[src/rtl/fetch_pkg.sv]
// Shared types and constants for the instruction fetch unit.
// Holds the fetch FSM state encoding and the opcode field layout used
// by the optional halt-opcode detection (HALT_DETECT_EN).
package fetch_pkg;

   typedef enum logic [2:0] {
      S_IDLE,
      S_REQ,
      S_WAIT,
      S_LOAD,
      S_START,
      S_EXEC,
      S_HALT
   } fetch_state_t;

   localparam int OPC_MSB = 15;
   localparam int OPC_LSB = 13;
   localparam logic [2:0] OPC_HALT = 3'b111;

   // True when the instruction word carries the halt opcode.
   function automatic logic is_halt_opcode(input logic [15:0] word);
      return (word[OPC_MSB:OPC_LSB] == OPC_HALT);
   endfunction

endpackage

[src/rtl/fetch_timer.sv]
// Counts cycles spent waiting for instruction memory read data.
// done is raised during the MAX_WAIT-th consecutive enabled cycle, so the
// owner can leave on that same clock edge.
module fetch_timer #(
   parameter int MAX_WAIT = 15
) (
   input  logic clk,
   input  logic reset,
   input  logic clr,
   input  logic en,
   output logic done
);

   localparam int CW = $clog2(MAX_WAIT + 1);

   logic [CW-1:0] count;

   // Wait-cycle counter: cleared on request, advances while enabled.
   always_ff @(posedge clk or negedge reset) begin
      if (!reset) begin
         count <= '0;
      end else if (clr) begin
         count <= '0;
      end else if (en && !done) begin
         count <= count + 1'b1;
      end
   end

   assign done = en && (count == CW'(MAX_WAIT - 1));

endmodule

[src/rtl/instr_fetch_unit.sv]
// Instruction fetch unit: owns the program counter, reads 16-bit words
// from instruction memory and hands each one to the cpu with a load
// pulse followed by a start pulse, then waits for the cpu to finish.
// A branch target written during execution redirects the next fetch.
// Optional feature macro: HALT_DETECT_EN (halt opcode stops fetching).
module instr_fetch_unit #(
   parameter int ADDR_W   = 9,
   parameter int RESET_PC = 0,
   parameter int MAX_WAIT = 15
) (
   input  logic              clk,
   input  logic              reset,
   input  logic              run,
   output logic [ADDR_W-1:0] mem_addr,
   output logic              mem_rd,
   input  logic [15:0]       mem_rdata,
   input  logic              mem_rvalid,
   output logic [15:0]       ir_out,
   output logic              ir_load,
   output logic              cpu_s,
   input  logic              cpu_w,
   input  logic              pc_wr,
   input  logic [ADDR_W-1:0] pc_wdata,
   output logic [ADDR_W-1:0] pc,
   output logic              halted,
   output logic              fetch_err
);

   import fetch_pkg::*;

   fetch_state_t      state;
   logic              busy_seen;
   logic              pend_valid;
   logic [ADDR_W-1:0] pend_pc;
   logic              timer_clr;
   logic              timer_en;
   logic              timer_done;

   assign mem_addr  = pc;
   assign timer_en  = (state == S_WAIT);
   assign timer_clr = (state != S_WAIT) || mem_rvalid;

   fetch_timer #(
      .MAX_WAIT(MAX_WAIT)
   ) u_timer (
      .clk  (clk),
      .reset(reset),
      .clr  (timer_clr),
      .en   (timer_en),
      .done (timer_done)
   );

   // Fetch sequencer with registered strobes; the strobe for a state is
   // set on the edge that enters it so it is high for exactly that cycle.
   always_ff @(posedge clk or negedge reset) begin
      if (!reset) begin
         state      <= S_IDLE;
         pc         <= ADDR_W'(RESET_PC);
         ir_out     <= '0;
         mem_rd     <= 1'b0;
         ir_load    <= 1'b0;
         cpu_s      <= 1'b0;
         halted     <= 1'b0;
         fetch_err  <= 1'b0;
         busy_seen  <= 1'b0;
         pend_valid <= 1'b0;
         pend_pc    <= '0;
      end else begin
         mem_rd  <= 1'b0;
         ir_load <= 1'b0;
         cpu_s   <= 1'b0;
         case (state)
            S_IDLE: begin
               if (run && cpu_w) begin
                  state  <= S_REQ;
                  mem_rd <= 1'b1;
               end
            end
            S_REQ: begin
               state <= S_WAIT;
            end
            S_WAIT: begin
               if (mem_rvalid) begin
                  ir_out <= mem_rdata;
`ifdef HALT_DETECT_EN
                  if (is_halt_opcode(mem_rdata)) begin
                     state  <= S_HALT;
                     halted <= 1'b1;
                  end else begin
                     pc      <= pc + 1'b1;
                     state   <= S_LOAD;
                     ir_load <= 1'b1;
                  end
`else
                  pc      <= pc + 1'b1;
                  state   <= S_LOAD;
                  ir_load <= 1'b1;
`endif
               end else if (timer_done) begin
                  fetch_err <= 1'b1;
                  halted    <= 1'b1;
                  state     <= S_HALT;
               end
            end
            S_LOAD: begin
               state <= S_START;
               cpu_s <= 1'b1;
            end
            S_START: begin
               state      <= S_EXEC;
               busy_seen  <= 1'b0;
               pend_valid <= 1'b0;
            end
            S_EXEC: begin
               if (!cpu_w) begin
                  busy_seen <= 1'b1;
               end
               if (pc_wr) begin
                  pend_valid <= 1'b1;
                  pend_pc    <= pc_wdata;
               end
               if (busy_seen && cpu_w) begin
                  if (pc_wr) begin
                     pc <= pc_wdata;
                  end else if (pend_valid) begin
                     pc <= pend_pc;
                  end
                  if (run) begin
                     state  <= S_REQ;
                     mem_rd <= 1'b1;
                  end else begin
                     state <= S_IDLE;
                  end
               end
            end
            S_HALT: begin
               state  <= S_HALT;
               halted <= 1'b1;
            end
            default: begin
               state <= S_IDLE;
            end
         endcase
      end
   end

endmodule
[config.mk]
export PLATFORM = sky130hd
export DESIGN_NAME = instr_fetch_unit
export DESIGN_NICKNAME = d
export VERILOG_FILES = /design/src/rtl/fetch_pkg.sv /design/src/rtl/fetch_timer.sv /design/src/rtl/instr_fetch_unit.sv
export SDC_FILE = /design/constraint.sdc
export NUM_CORES = 1
export LEC_CHECK = 0
export CAP_MARGIN = 5
export CORE_MARGIN = 2
export CORE_UTILIZATION = 35
export CTS_CLUSTER_SIZE = 14
export DETAILED_ROUTE_END_ITERATION = 8
export GPL_TIMING_DRIVEN = 0
export MAX_ROUTING_LAYER = met4
export PLACE_DENSITY_LB_ADDON = 0.1
export RECOVER_POWER = 50
export SYNTH_ARGS = -nofsm -noshare
export SYNTH_HDL_FRONTEND = slang
export SYNTH_HIERARCHICAL = 1
export SYNTH_SLANG_ARGS = --single-unit
[constraint.sdc]
create_clock -name clk -period 2.2 [get_ports clk]
set_clock_uncertainty 0.1 [all_clocks]
set_input_delay 0.22 -clock clk [delete_from_list [all_inputs] [get_ports clk]]
set_output_delay 0.22 -clock clk [all_outputs]
set_load 0.02 [all_outputs]
* Word-level counts from Yosys, hierarchy flattened
Cells that the tools add are included.
** Storage, ports and cells
- Latch bits :: 0
- Word-level logic and storage cells :: 78
- Output and inout bits :: 39
- Flip-flop bits (word level) :: 48
- ROM bits :: 0
- Input port bits :: 31
- Memories kept :: 0
- Bits in writable memories :: 0
** Cells by class
- Equality and inequality tests :: 17
- Shift-type cells :: 0
- Magnitude comparators :: 0
- Add/subtract/negate cells :: 2
- Divide/modulo/power cells :: 0
- Bitwise gates (word level) :: 1
- Reductions and logical operators :: 19
- Multiplexer cells :: 27
- $mul :: 0
** Operator list (count)
- $mux W9 :: 4
- $pmux W3 S7 :: 1
- $pmux W9 S2 :: 1
- $ne A2 B2 Y1 const B :: 7
- $mux W3 :: 4
- $mux W1 :: 11
- $add A9 B1 Y9 const B :: 1
- $eq A3 B3 Y1 const B :: 3
- $reduce_and A3 Y1 :: 3
- $mux W4 :: 2
- $pmux W1 S2 :: 4
- $reduce_and A2 Y1 :: 4
- $reduce_bool A2 Y1 :: 4
- $eq A3 B2 Y1 const B :: 2
- $ne A3 B3 Y1 const B :: 2
- $add A4 B1 Y4 const B :: 1
- $eq A4 B4 Y1 const B :: 1
- $logic_and A1 B1 Y1 :: 4
- $reduce_and A4 Y1 :: 1
- $eq A3 B1 Y1 const B :: 1
- $logic_not A3 Y1 :: 1
- $ne A3 B2 Y1 const B :: 1
- $logic_not A1 Y1 :: 1
- $logic_or A1 B1 Y1 :: 1
- $not A1 Y1 :: 1

* Longest topological paths before layout
Gate-level depths: netlist (run 1).
- Word-level depth :: 6
- Mapped depth :: 7
- Mapped depth without buffers :: 6

* Cells and area by module
The synthesis (run 1) kept the hierarchy.
** Modules (own cells, without submodules)
- instr_fetch_unit :: cells each 193, instances 1, seq. area each 1101.1 um2, area an instance 2173.3 um2
- fetch_timer :: cells each 24, instances 1, seq. area each 100.1 um2, area an instance 254.0 um2

* Worst setup path before layout (run 1)
OpenSTA, ideal clock, no wires.
- Path type :: flip-flop to flip-flop
- Start :: register state[0]
- End :: register state[2]
- Setup slack :: 0.226 ns
- Setup time :: 0.099 ns
- Data required time :: 2.001 ns
- Clock period less this slack :: 1.974 ns
- Path buffers :: 1
- Arrival time :: 1.775 ns
- Cell stages (with the launch flop) :: 8
- Cells stage by stage :: dfrtp_1 > clkbuf_1 > or2b_1 > nor2_1 > and4_2 > nor2b_1 > nor3_1 > a311oi_1
** Between the ends
- Cells in the longest elaborated chain, start to end :: 4
- Elaborated cells on any way between the ends :: 13
- Those cells by class :: 9 x eq/ne; 1 x mux; 3 x reduce/logical
** Ends and longest elaborated chain
- start: declaration :: RTL line instr_fetch_unit.sv:31 : fetch_state_t state;
- start signal: assignment :: RTL line instr_fetch_unit.sv:57 : state <= S_IDLE;
- start signal: assignment :: RTL line instr_fetch_unit.sv:75 : state <= S_REQ;
- start signal: assignment :: RTL line instr_fetch_unit.sv:80 : state <= S_WAIT;
- $eq A3 B2 Y1 :: RTL line instr_fetch_unit.sv:40 : assign timer_en = (state == S_WAIT);
- net timer_en :: RTL line instr_fetch_unit.sv:36 : logic timer_en;
- $logic_and A1 B1 Y1 :: RTL line fetch_timer.sv:29 : assign done = en && (count == CW'(MAX_WAIT - 1));
- net timer_done :: RTL line instr_fetch_unit.sv:37 : logic timer_done;
- $ne A3 B3 Y1 (no line)
- $reduce_and A3 Y1 (no line)
The timed path passes the listed nets, and every way through them passes these cells.
A chain may end at the register's enable or synchronous reset.

* Final worst setup path (run 1)
- Start :: register state[1]
- End :: register pc[0], in the netlist mem_addr[0]
** Between the ends
- Cells in the longest elaborated chain, start to end :: 3
- Elaborated cells on any way between the ends :: 8
- Those cells by class :: 5 x eq/ne; 1 x mux; 2 x reduce/logical
** Ends and longest elaborated chain
- $eq A3 B3 Y1 / $eq A3 B2 Y1 (equally long branches) :: RTL line instr_fetch_unit.sv:72 : case (state)
- $ne A3 B3 Y1 (no line) (tied with other cells)
- $reduce_and A4 Y1 (no line)
- end signal: assignment :: RTL line instr_fetch_unit.sv:58 : pc <= ADDR_W'(RESET_PC);
- end signal: assignment :: RTL line instr_fetch_unit.sv:95 : pc <= pc + 1'b1;
- end signal: assignment :: RTL line instr_fetch_unit.sv:124 : pc <= pc_wdata;
- end: declaration :: RTL line instr_fetch_unit.sv:24 : output logic [ADDR_W-1:0] pc,
Several ways; a longest one is shown, not always the timed one.

==> flow_summary.ini, run 1 <==
[grt]
grt_usage_pct = 15.2
grt_first_pass_wirelength_mm = 8.87
grt_overflow = 0
grt_pass1_vias = 1798
grt_max_degree = 26
antenna_found_initial = 0

[outcome]
status = completed

[floorplan]
die_h_um = 87.3
dieArea_um2 = 7620
initial_core_util_pct = 35.9
die_w_um = 87.3
coreArea_um2 = 6760
std_cell_rows = 30
io_pins = 70

[yosys]
yosys_warnings = 6
yosysMostFrequentCell = dfrtp_1
syn-cell-area_um2 = 2430
synth_commonest_cells = dfrtp_1, mux2_2, nor2_1, a21oi_1
synth_cells = 217
syn-num-nets = 251
synth_top_area_share_pct = 49.5
synth_top_cell_by_area = dfrtp_1
synthArstFlopShare_pct = 100
seq_area_frac_synth_pct = 49.5
ys_types = 52
synth_edf_count = 0
synth_area_leaders = dfrtp_1, mux2_2, buf_4
ys.flop_type = dfrtp_1
syn_area_per_cell_um2 = 11.2
synth_seq_cells = 48

[pwr]
power_w = 0.00420
p_per_area_nw_per_um2 = 1260
p_leak_nw = 1.39
ir_drop_mv = 0.491

[critical_path]
cp_max_fo = 10
cp.required_ns = 2.29
critPathLaunchType = flop
cp.arrival_ns = 2.14
cp-end-kind = flop
worstSetupPathType = reg -> reg

[flow_run]
drv_cap = 0

[clock_tree]
root_buffer = clkbuf_8
cts_made_buffers = 5
clockBufferDepth = 2
h-tree-depth = 2
clkTransAtPathRegs_ns = 0.09
post_cts_buffers = 0
cts_tree = done
clock_latency_ns = 0.30
cts.sinks = 48

[detailed_routing]
wl_per_cell_um = 14.2
vias_per_cell = 5.10
antenna_violating_nets_post_route = 0
dr_total_vias = 1914
drt_first_pass_iters = 4
drt_iter0_markers = 84
wl_mm = 5.32
drc = 0

[final_layout]
fin_cells = 375
nNetsFinal = 328
drive_above_1_share_pct = 21.4
syn_to_final_growth_pct = 37.6
diodes = 0

[timing]
report.final.slew_viol_count = 0
min_period_ns = 2.04
finalCritPeriodShare_pct = 92.8
relSlewSlack_pct = 6.99
worst_pin_slew_ns = 1.40
whs_ns = 0.225
setup_violations = 0
final-hold-violation-count = 0
fmax_mhz = 490
setup_ws_ns = 0.158

[placed_design]
io_buffers = 68
place_ws_ns = -0.00649
place_inst = 366
gp_congestion = 0.847
dpl.hpwl_mm = 3.89

[hold_path]
hold_class = in -> reg
==> cell usage in the layout, fill, tap and decap left out, drive strengths merged, types with 2 or more instances in the layout <==
master         Yosys  layout
or3                2       2
a2bb2oi            2       2
nand3              4       4
o22ai              2       2
mux2i              4       4
nor3               7       7
nor2              17      17
o31ai              3       3
and4               2       2
mux2              26      26
a31oi              7       7
ha                 3       3
dfrtp             48      48
clkdlybuf4s50      0      64
inv                7       7
o21ai              8       8
a211oi             3       3
nor3b              2       2
a21oi             14      14
dlygate4sd3        0       4
nor2b              4       4
nand2             12      12
nand4              3       3
buf               16      16
clkbuf             2      10
==> area by class of cell <==
class	instances	area [µm²]
fill	631	3420
clock buffer	6	72.6
sequential	48	1200
timing repair buffer	70	704
tap	80	100
multi-input combinational	144	1080
inverter	7	26.3
clock inverter	2	35.0
buffer	18	124
==> layer usage <==
metal	GRT usage, %	share of wire, %	vias up
li1	-	-	941
met5	-	0	-
met4	4.76	1.4	0
met1	21.2	49	891
met3	3.98	7.3	7
met2	21.8	43	75
==> state kept, by name, indices dropped and copies added, names as in the netlist, 3 cells and up <==
signal,cells
ir_out,16
mem_addr,9
pend_pc,9
state,3
u_timer/count,4
==> worst paths after layout <==
kind                           start           to  slack (ns)  cells after the start
max                         state[1]  mem_addr[0]        0.16                      5
min                            pc_wr   pend_pc[0]        0.22                      3
max reg2reg                 state[1]  mem_addr[0]        0.16                      5
min reg2reg                fetch_err    fetch_err        0.37                      1
max in group asynchronous      reset   pend_pc[5]        0.51                      2
min in group asynchronous      reset    ir_out[2]        0.67                      2
==> worst max-delay path: stages, from the launching register on <==
cell,delay [ns]
dfrtp_1,0.46
and3b_1,0.27
clkbuf_1,0.43
a31o_4,0.29
nand2_2,0.08
a211o_1,0.29
==> where the power goes <==
group | total [W] | internal, W | leakage [nW] | switching [W]
Sequential | 0.00152 | 0.00124 | 0.598 | 0.000281
Combinational | 0.00205 | 0.00107 | 0.740 | 0.000981
Clock | 0.000636 | 0.000338 | 0.0552 | 0.000298
Total | 0.00420 | 0.00264 | 1.39 | 0.00156
==> through the flow <==
step | util, % | setup TNS, ns | instance area (µm²)
3_3_place_gp | 47.5 | -32.65 | 3210
4_1_cts | 49.5 | 0 | 3340
6_report | 49.4 | 0 | 3340
2_1_floorplan | - | 0 | 2430
3_5_place_dp | 47.7 | -0.00649 | 3220
5_1_grt | 49.4 | -0.00845 | 3340
==> cells by family (layout without fill, tap and decap cells) <==
kind of cell | after synthesis | in the layout | share of synthesized area, %
compound gates | 50 | 50 | 14.8
fa+ha+maj | 3 | 3 | 1.55
buf+inv | 25 | 103 | 6.49
flops | 48 | 48 | 49.5
mux | 30 | 30 | 14.0
simple gates | 61 | 61 | 13.7
==> what timing repair did <==
item | 4_1_cts | 5_1_grt
endpoints found under the hold margin | 24 | 0
hold buffers | 1 | 0
endpoints found under the setup margin | 1 | 1
resized for setup | 1 | 2
Note: power is estimated with default switching activity, not from simulation.
==> run 2: changes to the inputs <==
==> constraint.sdc (replaced) <==
create_clock -name clk -period 1.7 [get_ports clk]
set_clock_uncertainty 0.1 [all_clocks]
set_input_delay 0.34 -clock clk [delete_from_list [all_inputs] [get_ports clk]]
set_output_delay 0.34 -clock clk [all_outputs]
set_load 0.02 [all_outputs]
==> run 2 against run 1 <==
Compared with the run above:
- the run now ends with setup timing left
- fmax is 16% higher
- first-iteration DRC count shrank 9.5%
- sequential share of layout area fell by 1.3 points
- combinational power is 30% higher
- final cell count grew 4.5%
- largest power group unchanged
==> flow_summary.ini, run 2 (same netlist as run 1, synthesis figures left out) <==
[final_layout]
mostFrequentLayoutCells = dfrtp_1, dlygate4sd2_1, clkdlybuf4s50_1
final_common_cell = dfrtp_1
diodes = 0
drive_above_1_share_pct = 32.1
fill_cells = 637
postLayoutCoreUtil_pct = 51.7
fin_area_um2 = 3490
largest_reg_flops = 16
nNetsFinal = 345
regMostFlops = ir_out
syn_to_final_growth_pct = 43.9

[critical_path]
cp.arrival_ns = 1.85
r2r_end = u_timer/count[1]
cp.depth = 7
slowest_delay_ns = 0.40
cp-end-kind = flop
cp.required_ns = 1.79
path_buf_inv = 3
slowest_stage = dfrtp_1
cp_max_fo = 3
worstPathCellList = clkbuf_8 -> or2b_4 -> nor2_4 -> buf_4 -> inv_2 -> a31oi_4 -> mux2_4
worstSetupPathType = reg -> reg
r2r_setup_slack_ns = -0.06
reg2reg_depth = 7
critPathLaunchType = flop
reg2reg_from = state[0]
crit_family = flip-flops

[timing]
fmax_mhz = 568
relSlewSlack_pct = 58.5
setup_violations = 4
min_period_ns = 1.76
final-hold-violation-count = 0
rsz0062_at_grt = yes
setup_ws_ns = -0.0598
worst_pin_slew_ns = 0.623
report.final.slew_viol_count = 0
finalCritPeriodShare_pct = 104

[detailed_routing]
wl_mm = 5.52
drc = 0
wl_per_cell_um = 14.1
vias_per_cell = 5.07
dr_total_vias = 1987
drt_iter0_markers = 76
drt_first_pass_iters = 4
antenna_violating_nets_post_route = 0

[grt]
grt_usage_pct = 15.6
antenna_found_initial = 0
grt_pass1_vias = 1848
grt_max_degree = 26
grt_first_pass_wirelength_mm = 8.98
grt_overflow = 0

[floorplan]
die_h_um = 87.3
dieArea_um2 = 7620
coreArea_um2 = 6760
io_pins = 70
std_cell_rows = 30
initial_core_util_pct = 35.9
die_w_um = 87.3

[placed_design]
placed_cell_area_um2 = 3250
gp_congestion = 0.838
io_buffers = 68
dpl.hpwl_mm = 3.85

[outcome]
violations = setup timing
status = finished with violations

[clock_tree]
clockBufferDepth = 2
cts.sinks = 48
clkTransAtPathRegs_ns = 0.09
clock_latency_ns = 0.30
cts_made_buffers = 5
h-tree-depth = 2
root_buffer = clkbuf_8
cts_tree = done

[flow_run]
drv_cap = 0

[hold_path]
whs_endpoint = fetch_err
hold_depth = 1
worstHoldStart = fetch_err
hold_class = reg -> reg

[pwr]
ir_drop_mv = 0.590
p_leak_nw = 1.58
p_per_area_nw_per_um2 = 1530
run 2: cell count changes in the layout (fill, tap and decap cells not counted), moves of 3 or more:
cell,before,now
dfrtp_2,0,7
dlymetal6s2s_1,0,3
dlygate4sd3_1,4,1
dfrtp_1,48,41
buf_4,10,24
buf_8,0,3
clkdlybuf4s50_1,64,27
dlygate4sd2_1,0,30
run 2: power breakdown:
part,internal (W),leakage [nW],switching [W]
sequential,0.00162,0.589,0.000354
clock,0.000325,0.0510,0.000384
combinational,0.00133,0.943,0.00133
total,0.00327,1.58,0.00207
run 2: worst max path at each step:
| stage | slack [ns] | end | from |
|---|---|---|---|
| global route | -0.12 | u_timer/count[1] | state[0] |
| finish | -0.06 | u_timer/count[1] | state[0] |
| CTS | -0.05 | u_timer/count[1] | state[0] |
| global placement | -1.32 | pend_pc[6] | reset |
| detailed placement | -0.48 | ir_out[10] | mem_rvalid |
| floorplan | -0.04 | state[2] | state[0] |
run 2: through the flow:
step	worst slack, ns	power, W	instances	setup TNS (ns)	hold WS (ns)
2_1_floorplan	-0.0439	0.00357	217	-0.0771	-0.0556
3_3_place_gp	-1.32	0.00465	365	-73.21	0.347
3_5_place_dp	-0.479	0.00469	366	-9.90	0.273
4_1_cts	-0.0460	0.00542	388	-0.120	0.348
5_1_grt	-0.115	0.00571	392	-1.56	0.374
6_report	-0.0598	0.00534	392	-0.120	0.361
run 2: cell type report:
cell class	instances	area [µm²]	area share, %
inverters	7	26.3	0.752
repair buffers	87	769	22.0
clock buffers	6	82.6	2.36
clock inverters	2	10.0	0.287
well taps	80	100	2.87
multi-input cells	144	1140	32.6
flip-flops and latches	48	1210	34.6
plain buffers	18	158	4.51
run 2: layer usage:
| metal | GRT usage, % | vias to the layer above | part of all wire [%] |
|---|---|---|---|
| li1 | - | 975 | - |
| met1 | 20.5 | 945 | 49 |
| met2 | 23.5 | 63 | 43 |
| met3 | 3.89 | 4 | 6.2 |
| met4 | 5.17 | 0 | 1.4 |
| met5 | - | - | 0 |
run 2: repair_timing:
action / 4_1_cts / 5_1_grt
resized for setup: 49 / 17
setup buffers: 13 / 3
pin swaps: 6 / 6
endpoints found under the hold margin: 24 / 0
cloned: 0 / 1
setup endpoints to repair: 53 / 33
hold buffers: 1 / 0
==> RTL edit 1: new RTL, config.mk and constraints of run 1 <==
`MAX_WAIT` is set to 15 in 2 places; all go to 14.
--- a/src/rtl/fetch_timer.sv
+++ b/src/rtl/fetch_timer.sv
@@ -2,7 +2,7 @@
 // done is raised during the MAX_WAIT-th consecutive enabled cycle, so the
 // owner can leave on that same clock edge.
 module fetch_timer #(
-   parameter int MAX_WAIT = 15
+   parameter int MAX_WAIT = 14
 ) (
    input  logic clk,
    input  logic reset,
--- a/src/rtl/instr_fetch_unit.sv
+++ b/src/rtl/instr_fetch_unit.sv
@@ -6,7 +6,7 @@
 module instr_fetch_unit #(
    parameter int ADDR_W   = 9,
    parameter int RESET_PC = 0,
-   parameter int MAX_WAIT = 15
+   parameter int MAX_WAIT = 14
 ) (
    input  logic              clk,
    input  logic              reset,
Formal check against the unedited RTL: same outputs for any inputs over 10 cycles, from zero or initial values and one cycle with reset low; that may be too few to reach the edited logic, so the function may still have changed.
==> RTL edit 1 against run 1 <==
- cell area barely moved
- total power down 0.70%
- sequential cell count unchanged
- synthesized area decreased by 0.52%
- synthesized cell count unchanged
- wire length hardly changed
- worst setup slack improved by 40 ps
- highest routed layer unchanged
- clock power rose by 2%
- utilization rose by 0.24 points
==> RTL edit 1: results (changes against run 1) <==
GRT
  – Global Route met2 Usage: 21.1% (-0.67 points)
  – First-pass GRT wire length: 8.69 mm (-2.0%)
  – GRT met1 Usage: 21.2% (+0.064 points)
  – Global-route usage over all layers: 15.1% (-0.12 points)
  – GRT met3 Usage: 3.32% (-0.66 points)
  – Number of global-route vias before repair: 1826 (+1.6%)
  – Largest net degree at the start of global routing: 33 (+27%)
  – Initial antenna violation count: 0 (unchanged)

Finish
  – Fraction of layout cells with a size suffix above 1: 21.4% (+0.073 points)
  – Max reg flops: 16 (unchanged)
  – Nets: 327 (-0.30%)
  – Top reg by flops: ir_out
  – Ant diodes: 0 (unchanged)

Worst setup path
  – WP data arrival: 2110 ps (-30 ps)
  – Worst R2R Start: state[0]
  – Crit-path max cell delay: 520 ps (+60 ps)
  – Crit path to: state[2]
  – FF-to-FF setup slack: 200 ps (+40 ps)
  – Worst-path fanout max: 13 (+3)
  – Critical path class: flip-flop to flip-flop
  – Reg-to-reg endpoint: state[2]
  – Cells on worst reg2reg path: 6 (+1)
  – CP top delay family: simple AND/OR/NAND/NOR gates
  – Slowest stage cell, crit path: dfrtp_1

Synthesis
  – Sequential share of the synthesized area: 49.7% (+0.26 points)
  – Top cells by instance count after synthesis: dfrtp_1 (48), mux2_2 (24), nor2_1 (16)
  – Synth warn: 6 (unchanged)
  – Leading post-synthesis cells by cell area: dfrtp_1 (50%), mux2_2 (11%), buf_4 (3.1%)
  – Async SR Flop Fraction: 100% (unchanged)
  – Post-synth cell types: 52 (unchanged)
  – Mapped Nets: 251 (unchanged)

STA
  – Relative slew slack: 33.9% (+27 points)
  – WHS: 224 ps (-0.556 ps)
  – Final period util: 91.0% (-1.8 points)

Placement
  – Placement Setup Slack: -75.5 ps (-69.0 ps)
  – DPL Wire Length: 3.88 mm (-0.27%)
  – IO buf count: 68 (unchanged)
  – RePlAce Congestion: 0.817 (-3.5%)

Clocking
  – Num CTS Buffers: 5 (unchanged)
  – CTS root buffer: clkbuf_8
  – Clock Pin Slew Worst Setup and Hold Paths: 90 ps (about the same)
  – H-tree levels: 2 (unchanged)
  – Post-CTS Setup Inserts: 0 (unchanged)
  – CTS Buffer Depth: 2 (unchanged)
  – Clk_lat worst skew: 300 ps (about the same)

Power
  – Peak supply drop: 505 µV (+2.7%)
  – Leak: 1.40 nW (+0.42%)

Outcome
  – Status: completed

Min path
  – Hold WC Path Type: primary input to flip-flop
  – Hold Path Depth: 3 (unchanged)

Routing
  – Pre-Repair DR Iteration Count: 4 (unchanged)
  – Detailed-route via count: 1924 (+0.52%)
  – 1st-iter DRT viols: 67 (-20%)
  – WL per Instance: 14.2 µm (+0.34%)
-- RTL edit 1: cell types whose count changed after synthesis, sizes merged --
cell / before / now
mux2: 26 / 25
and2: 0 / 1
o31ai: 3 / 4
a31oi: 7 / 6
nor2: 17 / 16
inv: 7 / 6
nand3: 4 / 6
-- RTL edit 1: kinds of logic (layout without fill, tap and decap cells) --
| logic type | Yosys count | count (layout) | share of synthesized area (%) |
|---|---|---|---|
| compound gates | 50 | 50 | 14.3 |
| fa+ha+maj | 3 | 3 | 1.55 |
| buf+inv | 24 | 101 | 6.37 |
| flops | 48 | 48 | 49.7 |
| mux | 29 | 29 | 13.5 |
| simple gates | 63 | 63 | 14.6 |
-- RTL edit 1: how the worst min path moves through the flow --
stage                          from          to
after detailed placement      reset  ir_out[14]
after global placement    fetch_err   fetch_err
after floorplan               reset   busy_seen
final                         pc_wr  pend_pc[0]
after global routing          pc_wr  pend_pc[0]
after CTS                     pc_wr  pend_pc[0]
-- RTL edit 1: layout make-up --
cell class | count | area, µm²
plain buffers | 17 | 128
fillers | 624 | 3380
multi-input cells | 145 | 1070
inverters | 6 | 22.5
clock buffers | 5 | 68.8
clock inverters | 3 | 46.3
well taps | 80 | 100
flip-flops and latches | 48 | 1200
repair buffers | 70 | 704
-- RTL edit 1: through the flow --
step           area, µm²  cells  TNS [ps]
2_1_floorplan       2410    217         0
3_3_place_gp        3200    365    -34330
3_5_place_dp        3210    366     -75.5
4_1_cts             3340    375         0
5_1_grt             3340    374         0
6_report            3340    374         0
-- RTL edit 1: tightest hold or removal path, delay by kind of cell --
kind	cells	cell delay, ps
buffers and inverters	1	160
multiplexers	1	140
AND/OR/NAND/NOR	1	80
-- RTL edit 1: report_power, final --
part / internal [mW] / switching, mW / total, mW
Sequential: 1.24 / 0.299 / 1.54
Clock: 0.342 / 0.308 / 0.650
Combinational: 1.04 / 0.947 / 1.99
-- RTL edit 1: repair_timing --
item                                    in CTS  in global routing
gates resized for setup                      1                  1
endpoints found under the setup margin       1                  1
gates cloned                                 0                  0
hold buffers                                 1                  0
hold endpoints to repair                    16                  0
-- RTL edit 1: metal layers --
metal | wire length, µm | part of all wire, %
met1 | 2610 | 49
met2 | 2320 | 44
met3 | 321 | 6.0
met4 | 72 | 1.4
met5 | 0 | 0
==> RTL edit 2: new RTL, flow settings as in run 1 <==
Made on the original files. Encoding of `fetch_state_t`: now Gray code (3 bits for 7 states).
--- a/src/rtl/fetch_pkg.sv
+++ b/src/rtl/fetch_pkg.sv
@@ -4,13 +4,13 @@
 package fetch_pkg;
 
    typedef enum logic [2:0] {
-      S_IDLE,
-      S_REQ,
-      S_WAIT,
-      S_LOAD,
-      S_START,
-      S_EXEC,
-      S_HALT
+      S_IDLE  = 3'b000,
+      S_REQ   = 3'b001,
+      S_WAIT  = 3'b011,
+      S_LOAD  = 3'b010,
+      S_START = 3'b110,
+      S_EXEC  = 3'b111,
+      S_HALT  = 3'b101
    } fetch_state_t;
 
    localparam int OPC_MSB = 15;
Behaviour: no difference found for any inputs over 10 cycles, from zero or initial values and one cycle with reset low; not proved beyond that.
==> RTL edit 2 against run 1 <==
- cell area shrank 0.15%
- worst setup slack is essentially flat
- total power grew 12%
- synthesized area grew 0.57%
- wire length shrank 0.53%
- worst hold slack gained 8.4 ps
- first-iteration DRC count grew 1.2%
- synthesized cell count grew 1.8%
- via count shrank 1.4%
- sequential cell count is the same
- largest cell class unchanged
==> RTL edit 2: results (changes against run 1) <==
Clocking
  – Post-CTS Resized: 0 (-1)
  – Clock Pin Slew Worst Setup and Hold Paths: 90 ps (about the same)

Finish
  – Nets: 332 (+1.2%)
  – Max reg flops: 16 (unchanged)
  – Fraction of layout cells with a size suffix above 1: 18.1% (-3.3 points)
  – Top reg by flops: ir_out
  – Post-Layout Cell Count: 379 (+1.1%)

Placement
  – RePlAce Congestion: 0.858 (+1.4%)
  – Inst Count DP: 370 (+1.1%)
  – Cell Area, Placed: 3240 µm² (+0.43%)
  – DPL Wire Length: 3.95 mm (+1.6%)
  – IO buf count: 68 (unchanged)
  – Placement Setup Slack: 127 ps (+133 ps)

Worst setup path
  – WP data arrival: 2120 ps (-20 ps)
  – Cells on worst reg2reg path: 8 (+3)
  – Worst R2R Start: state[2]
  – Crit path to: state[1]
  – CP top delay family: simple AND/OR/NAND/NOR gates
  – Startpoint Class: flip-flop
  – FF-to-FF setup slack: 160 ps (about the same)
  – Crit-path max cell delay: 380 ps (-80 ps)

Synthesis
  – Leading post-synthesis cells by cell area: dfrtp_1 (49%), mux2_2 (8.3%), buf_4 (3.1%)
  – Post-synth cell types: 48 (-7.7%)
  – Async SR Flop Fraction: 100% (unchanged)
  – Compound-cell area share of the yosys netlist: 13.6% (-1.2 points)
  – Top cells by instance count after synthesis: dfrtp_1 (48), nor2_1 (20), mux2_2 (18)
  – Adder-Cell Fraction of Synth Area: 1.54% (-0.0087 points)
  – Synth warn: 6 (unchanged)
  – Sequential share of the synthesized area: 49.2% (-0.28 points)
  – Mapped Nets: 255 (+1.6%)
  – Multiplexer share of the synthesized area: 14.4% (+0.33 points)
  – Number of synthesized flops with an enable pin: 0 (unchanged)
  – Syn Area/Cell: 11.0 µm² (-1.3%)

Routing
  – WL per Instance: 14.0 µm (-1.6%)
  – Metal3 WL: 331 µm (-15%)
  – Wl on met1: 2.49 mm (-3.8%)
  – Via density: 4.98 (-2.5%)
  – Metal2 WL: 2.43 mm (+7.5%)
  – 1st-iter DRT viols: 85 (+1.2%)

STA
  – Fmax: 0.490 GHz (about the same)
  – WHS: 233 ps (+8.36 ps)
  – Relative slew slack: 40.1% (+33 points)

GRT
  – Global Route met2 Usage: 23.2% (+1.4 points)
  – GRT met1 Usage: 21.3% (+0.16 points)
  – Number of global-route vias before repair: 1885 (+4.8%)
  – Global-route usage over all layers: 15.8% (+0.55 points)
  – First-pass GRT wire length: 9.14 mm (+3.0%)
  – GRT Max-Usage Layer: met2
  – Initial antenna violation count: 0 (unchanged)
  – GRT met3 Usage: 4.64% (+0.66 points)
  – Largest net degree at the start of global routing: 34 (+31%)

Power
  – Peak supply drop: 662 µV (+35%)
  – Leak: 1.39 nW (about the same)

Outcome
  – Status: completed
==> RTL edit 2: cell types whose count changed after synthesis, sizes merged, moves of 3 or more <==
| cell | change |
|---|---|
| nor2 | +3 |
| nand2b | +4 |
| nand3 | +3 |
| a31oi | -3 |
==> RTL edit 2: final cells by class <==
cell class                      count  area (µm²)
Inverter                            8        30.0
Fill cell                         654        3420
Clock inverter                      3        42.5
Sequential cell                    48        1200
Timing Repair Buffer               70         692
Tap cell                           80         100
Multi-Input combinational cell    145        1070
Buffer                             20         128
Clock buffer                        5        68.8
==> RTL edit 2: where the power goes <==
| part | switching (mW) | total [mW] | internal, mW |
|---|---|---|---|
| combinational | 1.20 | 2.47 | 1.27 |
| sequential | 0.313 | 1.58 | 1.27 |
| clock | 0.304 | 0.641 | 0.337 |
| total | 1.82 | 4.70 | 2.88 |
==> RTL edit 2: logic make-up after synthesis <==
family	after synthesis
adders and majority gates	3
buffers and inverters	28
muxes	31
DFF	48
AOI/OAI and AO/OA	47
and+or+nand+nor	64
